`src/rtl/pipeline_hazard_ctrl.sv`:
```
`default_nettype none
// ============================================================================
// Module      : pipeline_hazard_ctrl
// Description : Stall/flush sequencer for the 5-stage pipeline: load-use
//               bubbles, Mem-stage redirect flushes and mul/div start/done
//               sequencing with timeout. Optional perf counters are enabled
//               by defining HAZ_PERF_CNT_EN.
// Revision    : 1.0 - initial release
// ============================================================================
module pipeline_hazard_ctrl #(
    parameter int REG_AW        = 5,
    parameter int MD_MAX_CYCLES = 64,
    parameter int CNT_W         = 32
) (
    input  logic              clk,
    input  logic              Reset,
    input  logic [REG_AW-1:0] Rs_ID,
    input  logic [REG_AW-1:0] Rt_ID,
    input  logic              UseRt_ID,
    input  logic              MemRead_Ex,
    input  logic              RegWr_Ex,
    input  logic [REG_AW-1:0] Rd_Ex,
    input  logic              MdOp_ID,
    input  logic              md_done,
    input  logic              Redirect_Mem,
    output logic              Keep_PC,
    output logic              Keep_IF_ID,
    output logic              Reset_IF_ID,
    output logic              Reset_ID_Ex,
    output logic              Reset_Ex_Mem,
    output logic              md_start,
    output logic              md_abort,
    output logic              md_timeout,
    output logic [CNT_W-1:0]  stall_cnt,
    output logic [CNT_W-1:0]  flush_cnt
);

    localparam int                  c_TMR_W    = $clog2(MD_MAX_CYCLES);
    localparam logic [c_TMR_W-1:0]  c_TMR_LAST = c_TMR_W'(MD_MAX_CYCLES - 1);
    localparam logic [c_TMR_W-1:0]  c_TMR_ONE  = c_TMR_W'(1);

    localparam logic [1:0] c_ST_IDLE = 2'd0;
    localparam logic [1:0] c_ST_BUSY = 2'd1;
    localparam logic [1:0] c_ST_DONE = 2'd2;

    logic [1:0]         r_state;
    logic [c_TMR_W-1:0] r_timer;
    logic               r_timeout;

    logic               w_lu;
    logic               w_idle;
    logic               w_busy;
    logic               w_tmo_hit;
    logic               w_stall;
    logic [1:0]         w_next_state;
    logic [c_TMR_W-1:0] w_next_timer;
    logic               w_set_tmo;

    always_comb begin
        w_lu      = MemRead_Ex & RegWr_Ex & (Rd_Ex != '0) &
                    ((Rd_Ex == Rs_ID) | (UseRt_ID & (Rd_Ex == Rt_ID)));
        w_idle    = (r_state == c_ST_IDLE);
        w_busy    = (r_state == c_ST_BUSY);
        // A done arriving on the last allowed cycle still counts as success.
        w_tmo_hit = w_busy & ~md_done & (r_timer == c_TMR_LAST);
        w_stall   = w_lu | (w_idle & MdOp_ID) | w_busy;
    end

    always_comb begin
        Keep_PC      = 1'b0;
        Keep_IF_ID   = 1'b0;
        Reset_IF_ID  = 1'b0;
        Reset_ID_Ex  = 1'b0;
        Reset_Ex_Mem = 1'b0;
        md_start     = 1'b0;
        md_abort     = 1'b0;
        if (!Reset) begin
            if (Redirect_Mem) begin
                Reset_IF_ID  = 1'b1;
                Reset_ID_Ex  = 1'b1;
                Reset_Ex_Mem = 1'b1;
                md_abort     = w_busy;
            end else begin
                Keep_PC      = w_stall;
                Keep_IF_ID   = w_stall;
                Reset_ID_Ex  = w_stall;
                md_start     = w_idle & MdOp_ID;
                md_abort     = w_tmo_hit;
            end
        end
    end

    assign md_timeout = r_timeout & ~Reset;

    always_comb begin
        w_next_state = r_state;
        w_next_timer = r_timer;
        w_set_tmo    = 1'b0;
        case (r_state)
            c_ST_IDLE: begin
                if (MdOp_ID && !Redirect_Mem) begin
                    w_next_state = c_ST_BUSY;
                    w_next_timer = '0;
                end
            end
            c_ST_BUSY: begin
                if (Redirect_Mem) begin
                    w_next_state = c_ST_IDLE;
                end else if (md_done) begin
                    w_next_state = c_ST_DONE;
                end else if (w_tmo_hit) begin
                    w_next_state = c_ST_DONE;
                    w_set_tmo    = 1'b1;
                end else begin
                    w_next_timer = r_timer + c_TMR_ONE;
                end
            end
            c_ST_DONE: begin
                w_next_state = c_ST_IDLE;
            end
            default: begin
                w_next_state = c_ST_IDLE;
            end
        endcase
    end

    always_ff @(posedge clk) begin
        if (Reset) begin
            r_state   <= c_ST_IDLE;
            r_timer   <= '0;
            r_timeout <= 1'b0;
        end else begin
            r_state   <= w_next_state;
            r_timer   <= w_next_timer;
            r_timeout <= r_timeout | w_set_tmo;
        end
    end

`ifdef HAZ_PERF_CNT_EN
    localparam logic [CNT_W-1:0] c_CNT_ONE = {{(CNT_W-1){1'b0}}, 1'b1};

    logic [CNT_W-1:0] r_stall_cnt;
    logic [CNT_W-1:0] r_flush_cnt;

    // Keep_PC is already forced low on redirect cycles, so it is the stall qualifier.
    always_ff @(posedge clk) begin
        if (Reset) begin
            r_stall_cnt <= '0;
            r_flush_cnt <= '0;
        end else begin
            if (Keep_PC && (r_stall_cnt != '1)) begin
                r_stall_cnt <= r_stall_cnt + c_CNT_ONE;
            end
            if (Redirect_Mem && (r_flush_cnt != '1)) begin
                r_flush_cnt <= r_flush_cnt + c_CNT_ONE;
            end
        end
    end

    assign stall_cnt = Reset ? '0 : r_stall_cnt;
    assign flush_cnt = Reset ? '0 : r_flush_cnt;
`else
    assign stall_cnt = '0;
    assign flush_cnt = '0;
`endif

endmodule
`default_nettype wire

```
`config.mk`:
```
export PLATFORM = sky130hd
export DESIGN_NAME = pipeline_hazard_ctrl
export DESIGN_NICKNAME = d
export VERILOG_FILES = /design/src/rtl/pipeline_hazard_ctrl.sv
export SDC_FILE = /design/constraint.sdc
export NUM_CORES = 1
export LEC_CHECK = 0
export CAP_MARGIN = 20
export CORE_MARGIN = 5
export CORE_UTILIZATION = 62
export CTS_CLUSTER_DIAMETER = 200
export CTS_CLUSTER_SIZE = 30
export DETAILED_ROUTE_END_ITERATION = 8
export DONT_BUFFER_PORTS = 1
export GPL_ROUTABILITY_DRIVEN = 1
export PLACE_DENSITY = 0.87
export SKIP_LAST_GASP = 1
export SLEW_MARGIN = 20
export SYNTH_ARGS = -nofsm -noshare
export SYNTH_HDL_FRONTEND = slang
export SYNTH_SLANG_ARGS = --single-unit
```
`constraint.sdc`:
```
create_clock -name clk -period 3.3 [get_ports clk]
set_input_delay 0.33 -clock clk [delete_from_list [all_inputs] [get_ports clk]]
set_output_delay 0.33 -clock clk [all_outputs]
set_load 0.03 [all_outputs]
```
==> metrics.txt <==
library cell appearing most often on the critical path nor2_1; Unique masters post-synth 39; required time at the worst-slack endpoint roughly 3000 ps; worst reg-to-reg setup slack approximately 1800 ps; slowest CP cell nor3_1; max-slew violation count 0; end of the worst hold path r_state[1]; Min-Delay Path Depth 1; highest-count cells in the layout ignoring fill and taps conb_1 (64), nor2_1 (12), xor2_1 (9), dfxtp_1 (9); Post-CTS Repair Setup Buffers 0; area added between synthesis and finish -16.7%; clock transition at the registers of the reported paths 60 ps; Initial Util 0.672; RSZ-0062 raised after global routing no; CP max FO 5; clock latency reported for the late side of the worst-skew pair ~270 ps; Worst Clk Skew about 2.8 ps; pwr dens between 300 and 400 nW/µm²; hold path start Redirect_Mem; number of antenna violations at the first check in global routing 0; switching power summed over all nets roughly 0.00017 W; pin count of the biggest net entering global routing 14; Gate Count Post-Synth 145; Layout fillers between 150 and 200; capturing element type of the critical path output port; Yosys warning count 0; CP startpoint kind flop; final number of hold-violating endpoints 0; logic gate share of total power 0.418; reg-to-reg startpoint r_timer[0]; reported max-cap violation count 0; Final Hold Slack 131 ps; commonest non-fill, non-tap cell in the layout conb_1; relative slew slack 0.269; run status finished clean; Clock Sink Count 9; internal power 0.000173 W; DRC violation count after routing 0; Root Driver clkbuf_4; antenna diode count 0; footprint of the multi-input gates between 700 and 800 µm²; Buf+Inv Stages, Crit Path 0; share of Yosys cell area claimed by the top area cell type 0.418; post-cts hold buffer count 0; Avg Synthesized Cell Area just over 8 µm²; Routed WL per cell 13.6 µm; number of gates given a new drive strength after cts 0; TNS Setup 0 ps; DIE HEIGHT around 54 µm; sequential group share of total power 0.326; Seq/Total Area, Yosys 0.152; Routed WL between 2 and 2.5 mm; clock group share of total power 0.256; period utilisation layout 0.724; clock buffers created by TritonCTS 3; Clock H-tree levels 1; pin slew with the least headroom to its limit ~1100 ps; site row count 15; number of vias in the routed layout around 740; cell type group with the largest total delay on the critical path simple AND/OR/NAND/NOR gates; worst min-delay path class input port to flop; total grt overflow 0; global-route wire length before repair about 3.2 mm; standby leakage power between 0.4 and 0.5 nW; Worst R2R Path Depth 5; number of register bits inferred by synthesis 9; Die Area between 2000 and 3000 µm²; series of cell instances along the critical path ha_1, nand3_2, nor2_1, nor2_1, nor3_1; number of design-rule violations left by the first detailed-router iteration 7; worst voltage drop across the vdd grid around 0.26 mV; clock tree from TritonCTS built; cell types with the largest area share after synthesis buf_4 (42%), dfxtp_1 (15%), xor2_1 (6.6%); setup violation total in the final timing report 0; Max clock buf depth 2; cell type with the highest aggregate area in the netlist buf_4; critical path class flop to output port; share of layout cells above drive strength 1 0.116; final core utilization 0.560; crit path time final 2390 ps; terminus of the critical flop-to-flop path r_timer[2]; vias in the first global route 730; area of the mapped netlist ~1200 µm²; number of ports placed on the die boundary 95; gr usage total 0.154; area taken by flip-flops and latches about 180 µm²; number of input and output port buffers inserted 0; horizontal die dimension 53.7 µm; max incr delay on CP about 740 ps; hpwl dp 2.03 mm; Sw Ratio 0.489; vias per cell about 4.3; final antenna-violating net count 0; area inside the core boundary between 1500 and 2000 µm²; weighted congestion at the end of routability-driven global placement around 0.78; achievable clock frequency 0.419 GHz; detailed-routing iteration count for the pre-antenna-repair pass 4; final-stage net count about 170; Critical Path AT about 2100 ps
area by class of cell:
class / count / share of cell area
tap: 25 / 0.0316
sequential: 9 / 0.182
inverter: 2 / 0.00759
clock buffer: 4 / 0.0266
multi-input combinational: 130 / 0.744
timing repair buffer: 1 / 0.00759
metrics by stage:
stage          setup WS (ps)  total power, W  instance area (µm²)  instances
2_1_floorplan           1210        0.000307                 1420        208
3_3_place_gp            1270        0.000250                  962        167
3_5_place_dp            1190        0.000251                  962        167
4_1_cts                  892        0.000339                  988        171
5_1_grt                  839        0.000355                  988        171
6_report                 911        0.000339                  988        171
cells in the mapped netlist:
cell type	number
a21oi_2	1
conb_1	1
buf_4	66
a31oi_4	1
nand2_1	2
nor4_1	1
nor3_1	3
a31o_2	1
a22oi_4	1
a32oi_1	1
and3_4	1
nand3_2	2
xor2_1	9
o21ai_1	3
nor4_2	1
and2b_1	1
inv_1	2
nor2_1	12
nor3b_1	1
nand2b_1	2
buf_1	1
o211ai_2	1
ha_1	1
nor2b_1	3
o22a_2	1
nand3_1	2
o32ai_2	1
or4_1	1
a21oi_1	1
o41ai_1	1
mux2i_1	1
nor3_2	2
dfxtp_1	9
a22oi_1	1
and2_1	3
or2b_1	1
xnor2_1	1
or3_1	1
o31ai_1	1
worst register-to-register path: cells and delay by family (launching register included):
kind,cells,cell delay [ps]
AOI/OAI and AO/OA,2,470
adders and majority gates,1,300
DFF,1,370
and+or+nand+nor,2,260
power groups by stage:
stage / Clock [W] / Combinational [W] / Sequential [W]
after floorplan: 0 / 0.000194 / 0.000113
after global placement: 0 / 0.000137 / 0.000113
after detailed placement: 0 / 0.000138 / 0.000113
after CTS: 0.0000902 / 0.000138 / 0.000111
after global routing: 0.0000951 / 0.000149 / 0.000111
final: 0.0000867 / 0.000142 / 0.000111
logic make-up after synthesis:
kind of cell | synth area share
AND/OR/NAND/NOR | 0.197
flip-flops | 0.152
adder cells (fa/ha/maj) | 0.0105
AO/OA/AOI/OAI | 0.128
multiplexers | 0.00844
other | 0.00316
XOR/XNOR | 0.0738
buffers and inverters | 0.427
state kept, by name, indices dropped and copies added, names as in the netlist:
name,flops
r_timer,6
r_state,2
r_timeout,1
routing by layer:
metal  share of wire  routed length (µm)  global-route usage  vias up
met5               0                   0                   0        -
met4           0.014                  33              0.0638        0
met3            0.14                 329              0.0665        5
met2            0.55                1280               0.306       52
met1            0.29                 675               0.127      331
li1                -                   -                   -      353
worst max-delay path by stage:
stage / from / depth (start not counted) / end / slack [ps]
6_report: r_timer[0] / 5 / md_abort / 910
5_1_grt: r_timer[0] / 5 / md_abort / 840
4_1_cts: r_timer[0] / 5 / md_abort / 890
3_5_place_dp: r_timer[0] / 5 / md_abort / 1190
3_3_place_gp: r_timer[0] / 5 / md_abort / 1270
2_1_floorplan: Rd_Ex[3] / 6 / Keep_PC / 1210
(Power assumes the default switching activity.)
